## config.mk

```make
export PLATFORM = sky130hd
export DESIGN_NAME = sp_ram_arb2
export DESIGN_NICKNAME = d
export VERILOG_FILES = /design/src/rtl/sp_ram_arb2.sv
export SDC_FILE = /design/constraint.sdc
export NUM_CORES = 1
export LEC_CHECK = 0
export ABC_AREA = 1
export BUFFER_PORTS_ARGS = -buffer_cell sky130_fd_sc_hd__buf_2
export CAP_MARGIN = 15
export CORE_AREA = 2 2 101 103
export DETAILED_ROUTE_END_ITERATION = 8
export DIE_AREA = 0 0 103 105
export PLACE_DENSITY = 0.72
export SETUP_SLACK_MARGIN = 0.05
export SLEW_MARGIN = 20
export SYNTH_ARGS = -nofsm -noshare
export SYNTH_HDL_FRONTEND = slang
export SYNTH_SLANG_ARGS = --single-unit
```

## constraint.sdc

```tcl
create_clock -name clk -period 2.65 [get_ports clk]
set_input_delay 0.265 -clock clk [delete_from_list [all_inputs] [get_ports clk]]
set_output_delay 0.265 -clock clk [all_outputs]
set_load 0.01 [all_outputs]
```

## src/rtl/sp_ram_arb2.sv

```systemverilog
// Two-master round-robin arbiter in front of the single-port data RAM.
// One access per cycle, 1-cycle responses, per-port read-data hold registers.
module sp_ram_arb2 #(
  parameter int RAM_SIZE   = 32768,
  parameter int ADDR_WIDTH = $clog2(RAM_SIZE),
  parameter int DATA_WIDTH = 32
) (
  input  logic                    clk,
  input  logic                    rstn_i,
  input  logic                    p0_req_i,
  output logic                    p0_gnt_o,
  input  logic [ADDR_WIDTH-1:0]   p0_addr_i,
  input  logic                    p0_we_i,
  input  logic [DATA_WIDTH/8-1:0] p0_be_i,
  input  logic [DATA_WIDTH-1:0]   p0_wdata_i,
  output logic                    p0_rvalid_o,
  output logic [DATA_WIDTH-1:0]   p0_rdata_o,
  input  logic                    p1_req_i,
  output logic                    p1_gnt_o,
  input  logic [ADDR_WIDTH-1:0]   p1_addr_i,
  input  logic                    p1_we_i,
  input  logic [DATA_WIDTH/8-1:0] p1_be_i,
  input  logic [DATA_WIDTH-1:0]   p1_wdata_i,
  output logic                    p1_rvalid_o,
  output logic [DATA_WIDTH-1:0]   p1_rdata_o,
  output logic                    ram_en_o,
  output logic [ADDR_WIDTH-1:0]   ram_addr_o,
  output logic [DATA_WIDTH-1:0]   ram_wdata_o,
  output logic                    ram_we_o,
  output logic [DATA_WIDTH/8-1:0] ram_be_o,
  input  logic [DATA_WIDTH-1:0]   ram_rdata_i
);

  logic                  ready_q;
  logic                  last_q, last_d;
  logic [1:0]            rvalid_q, rvalid_d;
  logic [1:0]            isRead_q, isRead_d;
  logic [DATA_WIDTH-1:0] hold0_q, hold0_d;
  logic [DATA_WIDTH-1:0] hold1_q, hold1_d;
  logic                  gnt0, gnt1;

  // last_q names the port that won most recently; on a conflict the other one wins.
  always_comb begin
    gnt0 = 1'b0;
    gnt1 = 1'b0;
    if (ready_q) begin
      if (p0_req_i && p1_req_i) begin
        gnt0 = last_q;
        gnt1 = ~last_q;
      end else begin
        gnt0 = p0_req_i;
        gnt1 = p1_req_i;
      end
    end
  end

  assign p0_gnt_o = gnt0;
  assign p1_gnt_o = gnt1;
  assign ram_en_o = ready_q & (p0_req_i | p1_req_i);

  always_comb begin
    ram_addr_o  = p0_addr_i;
    ram_wdata_o = p0_wdata_i;
    ram_we_o    = 1'b0;
    ram_be_o    = '0;
    if (gnt1) begin
      ram_addr_o  = p1_addr_i;
      ram_wdata_o = p1_wdata_i;
      ram_we_o    = p1_we_i;
      ram_be_o    = p1_be_i;
    end else if (gnt0) begin
      ram_we_o = p0_we_i;
      ram_be_o = p0_be_i;
    end
  end

  // Hold registers only follow read responses; write responses leave them alone.
  always_comb begin
    last_d      = gnt1 ? 1'b1 : (gnt0 ? 1'b0 : last_q);
    rvalid_d    = {gnt1, gnt0};
    isRead_d    = isRead_q;
    isRead_d[0] = gnt0 ? ~p0_we_i : isRead_q[0];
    isRead_d[1] = gnt1 ? ~p1_we_i : isRead_q[1];
    hold0_d     = (rvalid_q[0] && isRead_q[0]) ? ram_rdata_i : hold0_q;
    hold1_d     = (rvalid_q[1] && isRead_q[1]) ? ram_rdata_i : hold1_q;
  end

  always_ff @(posedge clk or negedge rstn_i) begin
    if (!rstn_i) begin
      ready_q  <= 1'b0;
      last_q   <= 1'b1;
      rvalid_q <= '0;
      isRead_q <= '0;
      hold0_q  <= '0;
      hold1_q  <= '0;
    end else begin
      ready_q  <= 1'b1;
      last_q   <= last_d;
      rvalid_q <= rvalid_d;
      isRead_q <= isRead_d;
      hold0_q  <= hold0_d;
      hold1_q  <= hold1_d;
    end
  end

  assign p0_rvalid_o = rvalid_q[0];
  assign p1_rvalid_o = rvalid_q[1];
  assign p0_rdata_o  = (rvalid_q[0] && isRead_q[0]) ? ram_rdata_i : hold0_q;
  assign p1_rdata_o  = (rvalid_q[1] && isRead_q[1]) ? ram_rdata_i : hold1_q;

endmodule
```

# [Yosys cells after proc, flatten, opt, wreduce, memory -nomap -nowiden]
# Index checks and enable logic that the tools add are counted.
[totals] register_bits=70 inputBits=140 out_inout_bits=121 word_cells=30
[op_classes] muxes=14 bitwise_logic=5 n_reduce_logical=4
[ops] op="$mux W32" count=3
[ops] op="$mux W15" count=1
[ops] op="$mux W1" count=8
[ops] op="$mux W4" count=2
[ops] op="$logic_and A1 B1 Y1" count=3
[ops] op="$not A1 Y1" count=3
[ops] op="$reduce_bool A2 Y1" count=1
[ops] op="$and A1 B1 Y1" count=1
[ops] op="$or A1 B1 Y1" count=1

# [Logic depth before layout (Yosys ltp)]
# Gate-level depths: netlist (run 1).
[logic_depth] word_depth=5 ltp_mapped=6 depth_no_buf=5

# [Least setup slack after synthesis (run 1)]
# No wires, ideal clock.
[synth_path] kind="register to output" from="reg rvalid_q[0]" to="out p0_rdata_o[10]" t_arrival_ps=1011 required_time_ps=2385 slack_ps=1374 path_stages_with_launch=4 n_path_buf=1 path_cell_list="dfrtp_1 > nand2_2 > clkbuf_1 > o21ai_0"
[synth_between] elab_chain_len=2
[synth_rtl] item="start, declared" line="36" rtl="logic [1:0] rvalid_q, rvalid_d;"
[synth_rtl] item="start signal, assigned" line="99" rtl="rvalid_q <= rvalid_d;"
[synth_rtl] item="$logic_and A1 B1 Y1" line="108" rtl="assign p0_rdata_o = (rvalid_q[0] && isRead_q[0]) ? ram_rdata_i : hold0_q;"
[synth_rtl] item="$mux W32" line="108"
[synth_rtl] item="end, declared" line="17" rtl="output logic [DATA_WIDTH-1:0] p0_rdata_o,"
# No other way between the ends.

# [Worst setup path after layout (run 1)]
[layout_path] from="reg ready_q" to="out ram_wdata_o[0]"
[layout_between] elab_chain_len=2
[layout_rtl] item="start, declared" line="34" rtl="logic ready_q;"
[layout_rtl] item="start signal, assigned" line="90" rtl="ready_q <= 1'b0;"
[layout_rtl] item="start signal, assigned" line="97" rtl="ready_q <= 1'b1;"
[layout_rtl] item="$mux W1" line="46" rtl="if (ready_q) begin"
[layout_rtl] item="$mux W32" line="66" rtl="if (gnt1) begin"
[layout_rtl] item="end, declared" line="28" rtl="output logic [DATA_WIDTH-1:0] ram_wdata_o,"
# No other way between the ends.

==> results of run 1 <==
-- layer usage --
metal	part of all wire	GRT usage
met3	0.088	0.08227
met5	0.0023	0
met4	0.020	0.07237
met1	0.39	0.2777
met2	0.49	0.3942
-- flip-flops by register name (all words and copies together) (netlist names) --
name / cells
rvalid_q: 2
hold1_q: 32
isRead_q: 2
ready_q: 1
hold0_q: 32
last_q: 1
-- power groups by stage --
stage	logic, µW	clock network [µW]	registers, µW
2_1_floorplan	778	0	1560
3_5_place_dp	1490	0	1590
3_3_place_gp	1450	0	1570
4_1_cts	1490	759	1570
5_1_grt	1650	812	1600
6_report	1480	726	1560
-- layout by cell type, fill, tap and decap left out --
master / instances
sky130_fd_sc_hd__buf_4: 4
sky130_fd_sc_hd__dfrtp_1: 69
sky130_fd_sc_hd__clkinv_2: 3
sky130_fd_sc_hd__clkinv_4: 1
sky130_fd_sc_hd__o21ai_0: 65
sky130_fd_sc_hd__dfstp_2: 1
sky130_fd_sc_hd__nand3_1: 59
sky130_fd_sc_hd__buf_12: 1
sky130_fd_sc_hd__buf_2: 260
sky130_fd_sc_hd__nand2_1: 171
sky130_fd_sc_hd__conb_1: 1
sky130_fd_sc_hd__inv_6: 1
sky130_fd_sc_hd__inv_1: 38
sky130_fd_sc_hd__nand2_2: 4
sky130_fd_sc_hd__clkbuf_8: 9
sky130_fd_sc_hd__nand2_4: 1
sky130_fd_sc_hd__clkinvlp_4: 2
-- worst register-to-register path, cell delays in order, from the launching register on --
cell	delay [ns]
sky130_fd_sc_hd__dfrtp_1	0.40
sky130_fd_sc_hd__nand2_2	0.51
sky130_fd_sc_hd__buf_4	0.37
sky130_fd_sc_hd__nand2_1	0.07
sky130_fd_sc_hd__o21ai_0	0.13
-- kinds of logic (layout without fill, tap and decap cells) --
family,after synthesis,in the layout,share of synthesized area
DFF,70,70,0.5208
other,1,1,0.001114
AOI/OAI and AO/OA,65,65,0.09665
buffers and inverters,66,319,0.09219
and+or+nand+nor,235,235,0.2892
-- through the flow --
| step | hold WS, ns | utilization | total power, µW | setup slack (ns) | cells |
|---|---|---|---|---|---|
| detailed placement | 0.3932 | 0.4901 | 3074 | 0.6897 | 808 |
| global route | 0.05801 | 0.5070 | 4066 | 0.1464 | 823 |
| CTS | 0.02746 | 0.5070 | 3819 | 0.3153 | 823 |
| global placement | 0.3744 | 0.4901 | 3024 | 0.7324 | 808 |
| finish | 0.01197 | 0.5070 | 3770 | 0.3224 | 823 |
| floorplan | -0.03059 | - | 2337 | 1.374 | 437 |
-- synth_stat cells --
cell type,number
sky130_fd_sc_hd__buf_6,5
sky130_fd_sc_hd__inv_1,38
sky130_fd_sc_hd__dfstp_2,1
sky130_fd_sc_hd__buf_2,16
sky130_fd_sc_hd__dfrtp_1,69
sky130_fd_sc_hd__o21ai_0,65
sky130_fd_sc_hd__nand2_4,1
sky130_fd_sc_hd__nand2_2,4
sky130_fd_sc_hd__nand2_1,171
sky130_fd_sc_hd__clkinv_4,1
sky130_fd_sc_hd__nand3_1,59
sky130_fd_sc_hd__clkbuf_1,6
sky130_fd_sc_hd__conb_1,1
-- how the worst max path moves through the flow --
stage | to | slack, ns | cells past startpoint
final | ram_wdata_o[0] | 0.32 | 6
after global routing | ram_wdata_o[0] | 0.15 | 6
after CTS | ram_wdata_o[0] | 0.32 | 6
after detailed placement | ram_wdata_o[0] | 0.69 | 6
after global placement | ram_wdata_o[0] | 0.73 | 6
after floorplan | p0_rdata_o[10] | 1.37 | 3
-- cell type report --
type	instances	area [µm²]
clock inverter	6	38.79
multi-input combinational	301	1303
sequential	70	1753
fill	993	4752
tap	133	166.4
clock buffer	9	123.9
inverter	39	151.4
timing repair buffer	265	1351
==> metrics.log, run 1 <==
INFO  metric floorplan.die.height = 105 µm
INFO  metric power.switching_fraction = 0.3726
INFO  metric max_transition_viols_final = 0
INFO  metric synth_sequential_area_ratio = 0.5208
INFO  metric synth_net_count = 577
INFO  metric port_buffers = 260
INFO  metric drv.max_cap_violation_count = 0
INFO  metric drt_first_pass_iters = 4
INFO  metric grt_pass1_vias = 3600
INFO  metric share_of_the_synthesized_area_in_the_top_cell_type = 0.5130
INFO  metric syn2layout_area_growth = 45.20%
INFO  metric io_pins = 261
INFO  metric die_extent_in_x = 103 µm
INFO  metric detail_route.drc_violations = 0
INFO  metric reg2reg_from = rvalid_q[0]$_DFF_PN0_
INFO  metric cp.required = 2.38 ns
INFO  metric dp_hpwl = 10.65 mm
INFO  metric intPower = 2366 µW
INFO  metric synth.cell_area = 0.003366 mm²
INFO  metric timing.critical_path.mode_cell = sky130_fd_sc_hd__nand2_1
INFO  metric critical_path.startpoint = ready_q$_DFF_PN0_
INFO  metric vdd.ir_drop.worst = 345.4 µV
INFO  metric post_synth.cell_area_avg = 7.702 µm²
INFO  metric worst_clk_skew = 0.008424 ns
INFO  metric nets = 826
INFO  metric tns = 0 ns
INFO  metric seq_power_share = 0.415
INFO  metric replace_congestion = 1.023
INFO  metric ctsHtreeMaxLevel = 3
INFO  metric post_synth_num_cell_types = 13
INFO  metric timing.rr.end = hold0_q[25]$_DFF_PN0_
INFO  metric critical_path_class = flop to primary output
INFO  metric maximum_number_of_pins_on_one_net_before_global_route_repair = 55
INFO  metric max-clock-path-buffers = 2
INFO  metric grt_pass1_wl = 19.13 mm
INFO  metric cell_accounting_for_the_most_synthesized_area = sky130_fd_sc_hd__dfrtp_1
INFO  metric min_period_over_period = 0.8783
INFO  metric ctsResizeCount = 0
INFO  metric timing_worst_slew_pin_value = 0.7863 ns
INFO  metric placed_cell_area = 0.004725 mm²
INFO  metric clock_power_share = 0.193
INFO  metric setup_violations = 0
INFO  metric vias = 3867
INFO  metric rsz0062_at_grt = false
INFO  metric core_area = 0.009639 mm²
INFO  metric postCtsHoldBufs = 0
INFO  metric antenna_left = 0
INFO  metric drive_above_1_share = 0.4159
INFO  metric cellPowerDensity = 771.5 mW/mm²
INFO  metric clock_insertion_delay_worst_skew = 0.33 ns
INFO  metric timing.critical_path.from_type = flop
INFO  metric route.detailed.vias_per_inst = 4.699
INFO  metric critPathMaxStageDelay = 0.51 ns
INFO  metric critPathSlowestCell = sky130_fd_sc_hd__nand2_4
INFO  metric status = finished, final reports clean
INFO  metric grt_use_total = 0.2346
INFO  metric finalInstanceArea = 0.004887 mm²
INFO  metric clock_tree_from_tritoncts = built
INFO  metric die_area = 0.01082 mm²
INFO  metric antenna_cells_inserted = 0
INFO  metric finalCriticalPeriod = 2.328 ns
INFO  metric worstPathMaxFanout = 54
INFO  metric clkSinkCount = 70
INFO  metric ff2ff_path_depth = 4
INFO  metric synthesis.instances = 437
INFO  metric initial_utilization = 0.3492
INFO  metric p_comb_frac = 0.393
INFO  metric first_iter_violations = 164
INFO  metric critPathTopFamily = simple AND/OR/NAND/NOR gates
INFO  metric hold_viol_final = 0
INFO  metric maxSlewHeadroom = 0.4758
INFO  metric grt_overflow = 0
INFO  metric postSynthRegisterBits = 70
INFO  metric post_cts.repair.setup_buffers = 0
INFO  metric floorplan.rows = 36
INFO  metric yosysWarnings = 0
INFO  metric route.detailed.wl_per_inst = 15.86 µm
INFO  metric achievable-frequency = 429.6 MHz
INFO  metric setup.worst_path.end_class = primary output
INFO  metric r2r_setup_slack = 1.06 ns
INFO  metric critPathArrivalTime = 2.06 ns
INFO  metric crit_path_cell_chain = nand2_2, clkinv_4, nand2_4, nand2_1, nand2_1, buf_2
INFO  metric p_sw = 1405 µW
INFO  metric clk_pin_slew = 0.07 ns
INFO  metric critical_path_buf_inv_count = 2
INFO  metric grt_antenna_before_repair = 2
INFO  metric synth_area_leaders = sky130_fd_sc_hd__dfrtp_1 (51%), sky130_fd_sc_hd__nand2_1 (19%), sky130_fd_sc_hd__o21ai_0 (9.7%)
INFO  metric total_routed_length = 13.05 mm
INFO  metric clockRootBuffer = sky130_fd_sc_hd__clkbuf_8
INFO  metric cts_made_buffers = 9
INFO  metric worstHoldPathType = primary input to async pin
INFO  metric cellLeakagePower = 0.003007 µW
Note: power is estimated with default switching activity, not from simulation.
==> inputs of run 2 (changes only) <==
--- a/config.mk
+++ b/config.mk
@@ -5,12 +5,11 @@
 export SDC_FILE = /design/constraint.sdc
 export NUM_CORES = 1
 export LEC_CHECK = 0
-export ABC_AREA = 1
 export BUFFER_PORTS_ARGS = -buffer_cell sky130_fd_sc_hd__buf_2
 export CAP_MARGIN = 15
-export CORE_AREA = 2 2 101 103
+export CORE_AREA = 2 2 100 102
 export DETAILED_ROUTE_END_ITERATION = 8
-export DIE_AREA = 0 0 103 105
+export DIE_AREA = 0 0 102 104
 export PLACE_DENSITY = 0.72
 export SETUP_SLACK_MARGIN = 0.05
 export SLEW_MARGIN = 20
==> run 2 against run 1 <==
  * Synthesized area is 1.8% lower
  * Clock-buffer cell count stayed put
  * Hold slack better by 0.0074 ns
  * Sequential share of layout area is 0.61 points lower
  * Register-to-register slack hardly changed
  * Cell count is 24% lower
  * Utilization is 1.4 points higher
  * Power is 0.66% higher
  * Setup slack worse by 0.0087 ns
  * Synthesized cell count is 49% lower
  * Non-clock buffer count is 1 lower
  * Clock power is 16% higher
  * Critical path type unchanged
  * Highest routed layer is now met4
==> metrics.log, run 2 <==
INFO  metric status = finished, final reports clean
INFO  metric io_pins = 261
INFO  metric finalInstanceArea = 0.004972 mm²
INFO  metric worst_hold_slack = 0.01938 ns
INFO  metric rsz0062_at_grt = false
INFO  metric synth_net_count = 363
INFO  metric min_period_over_period = 0.8816
INFO  metric synth.cell_area = 0.003304 mm²
INFO  metric drv.max_cap_violation_count = 0
INFO  metric floorplan.rows = 36
INFO  metric power = 3795 µW
INFO  metric setup_violations = 0
INFO  metric worst_clk_skew = 0.009965 ns
INFO  metric die_area = 0.01061 mm²
INFO  metric critPathSlowestCell = sky130_fd_sc_hd__dfrtp_1
INFO  metric port_buffers = 260
INFO  metric share_of_the_synthesized_area_in_the_top_cell_type = 0.5225
INFO  metric drive_above_1_share = 0.8004
INFO  metric synth_sequential_area_ratio = 0.5305
INFO  metric clkSinkCount = 70
INFO  metric grt_pass1_wl = 15.14 mm
INFO  metric grt_pass1_vias = 2956
INFO  metric replace_congestion = 0.7999
INFO  metric postSynthRegisterBits = 70
INFO  metric synth_commonest_cells = sky130_fd_sc_hd__mux2_2 (91), sky130_fd_sc_hd__dfrtp_1 (69), sky130_fd_sc_hd__mux2_4 (20), sky130_fd_sc_hd__nand2_1 (15), sky130_fd_sc_hd__buf_2 (8)
INFO  metric core_area = 0.009549 mm²
INFO  metric tns = 0 ns
INFO  metric max_transition_viols_final = 0
INFO  metric critPathMaxStageDelay = 0.60 ns
INFO  metric worstHoldPathType = primary input to async pin
INFO  metric clk_pin_slew = 0.08 ns
INFO  metric vias = 2880
INFO  metric cellPowerDensity = 763.3 mW/mm²
INFO  metric maximum_number_of_pins_on_one_net_before_global_route_repair = 40
INFO  metric setup.worst_path.end_class = primary output
INFO  metric initial_utilization = 0.3460
INFO  metric worstPathMaxFanout = 39
INFO  metric grt_use_total = 0.1838
INFO  metric layout.cells.most_common_list = sky130_fd_sc_hd__buf_2 (260), sky130_fd_sc_hd__mux2_2 (91), sky130_fd_sc_hd__dfrtp_1 (69)
INFO  metric max-clock-path-buffers = 2
INFO  metric postCtsHoldBufs = 0
INFO  metric critPathTopFamily = flip-flops
INFO  metric antenna_left = 0
INFO  metric clock_insertion_delay_worst_skew = 0.33 ns
INFO  metric critical_path_class = flop to primary output
INFO  metric placed_cell_area = 0.004771 mm²
INFO  metric cell_accounting_for_the_most_synthesized_area = sky130_fd_sc_hd__dfrtp_1
INFO  metric post_synth.cell_area_avg = 14.82 µm²
INFO  metric achievable-frequency = 428.0 MHz
INFO  metric route.detailed.vias_per_inst = 4.601
INFO  metric synth_area_leaders = sky130_fd_sc_hd__dfrtp_1 (52%), sky130_fd_sc_hd__mux2_2 (31%), sky130_fd_sc_hd__mux2_4 (9.1%)
INFO  metric leading_cell_type_in_the_layout_fill_and_taps_excluded = sky130_fd_sc_hd__buf_2
INFO  metric critical_path_buf_inv_count = 2
INFO  metric post_cts.repair.setup_buffers = 0
INFO  metric maxSlewHeadroom = 0.4499
INFO  metric dp_hpwl = 8.211 mm
INFO  metric largest_registers = hold0_q (32), hold1_q (32)
INFO  metric drt_first_pass_iters = 4
INFO  metric floorplan.die.height = 104 µm
INFO  metric timing.critical_path.from_type = flop
INFO  metric die_extent_in_x = 102 µm
INFO  metric nets = 626
INFO  metric final_core_utilization = 0.5207
INFO  metric number_of_synthesized_flops_with_an_enable_pin = 0
INFO  metric route.detailed.wl_per_inst = 16.13 µm
INFO  metric ctsHtreeMaxLevel = 3
INFO  metric grt_antenna_before_repair = 0
INFO  metric finalCriticalPeriod = 2.336 ns
INFO  metric first_iter_violations = 119
INFO  metric synth_flop_cell = sky130_fd_sc_hd__dfrtp_1
INFO  metric most_used_standard_cell_by_instance_count_after_synthesis = sky130_fd_sc_hd__mux2_2
INFO  metric synth_async_sr_flop_share = 1.000
INFO  metric syn2layout_area_growth = 50.47%
INFO  metric grt_overflow = 0
INFO  metric vdd.ir_drop.worst = 300.5 µV
INFO  metric clockRootBuffer = sky130_fd_sc_hd__clkbuf_8
INFO  metric cts_made_buffers = 9
INFO  metric timing_worst_slew_pin_value = 0.8251 ns
INFO  metric hold_viol_final = 0
INFO  metric critPathArrivalTime = 2.07 ns
INFO  metric total_routed_length = 10.10 mm
INFO  metric clock_tree_from_tritoncts = built
INFO  metric crit_path_cell_chain = nand3_2, buf_12, mux2_4, buf_2
INFO  metric detail_route.drc_violations = 0
INFO  metric ctsResizeCount = 0
INFO  metric yosysWarnings = 0
INFO  metric post_synth_num_cell_types = 19
INFO  metric synthesis.instances = 223
INFO  metric cp.required = 2.38 ns
INFO  metric cellLeakagePower = 0.002616 µW
-- run 2: worst paths after layout --
path	from	end	slack (ns)	depth (start not counted)
setup / recovery	ready_q$_DFF_PN0_	ram_addr_o[0]	0.31	4
hold / removal	rstn_i	hold0_q[12]$_DFF_PN0_	0.02	1
setup reg to reg	isRead_q[1]$_DFFE_PN0N_	hold1_q[5]$_DFF_PN0_	1.07	3
hold reg to reg	hold0_q[23]$_DFF_PN0_	hold0_q[23]$_DFF_PN0_	0.49	1
max in group asynchronous	rstn_i	last_q$_DFFE_PN1P_	1.88	2
min in group clk	ram_rdata_i[11]	hold1_q[11]$_DFF_PN0_	0.19	2
-- run 2: final cells by class --
cell class                      instances  area, µm²
Antenna cell                            2      5.005
Clock buffer                            9      123.9
Clock inverter                          7      72.57
Fill cell                             877       4577
Inverter                                1      3.754
Multi-Input combinational cell        140       1479
Sequential cell                        70       1753
Tap cell                              133      166.4
Timing Repair Buffer                  264       1369
-- run 2: metal layers --
metal	GRT usage	vias to the layer above	share of wire
met5	0	-	0
met3	0.03293	10	0.063
met2	0.3059	161	0.49
met1	0.2454	1382	0.44
met4	0.04762	0	0.012
li1	-	1327	-
-- run 2: cell families (layout without fill, tap and decap cells) --
kind of cell	count (synthesis)	after routing	share of synthesized area
compound gates	9	9	0.02045
buf+inv	13	281	0.02347
flops	70	70	0.5305
mux	111	111	0.4010
other cells	1	3	0.001135
simple gates	19	19	0.02347
-- run 2: stage by stage --
stage          instances  worst slack (ns)
6_report             626            0.3137
5_1_grt              624            0.1800
4_1_cts              624            0.3061
3_5_place_dp         608            0.7010
3_3_place_gp         608            0.7564
2_1_floorplan        223             1.045
-- run 2: power by group --
part	switching [µW]	leakage, µW	internal [µW]
registers	89.4	0.000816	1420
clock network	406	0.0000956	436
logic	708	0.00170	732
total	1200	0.00262	2590
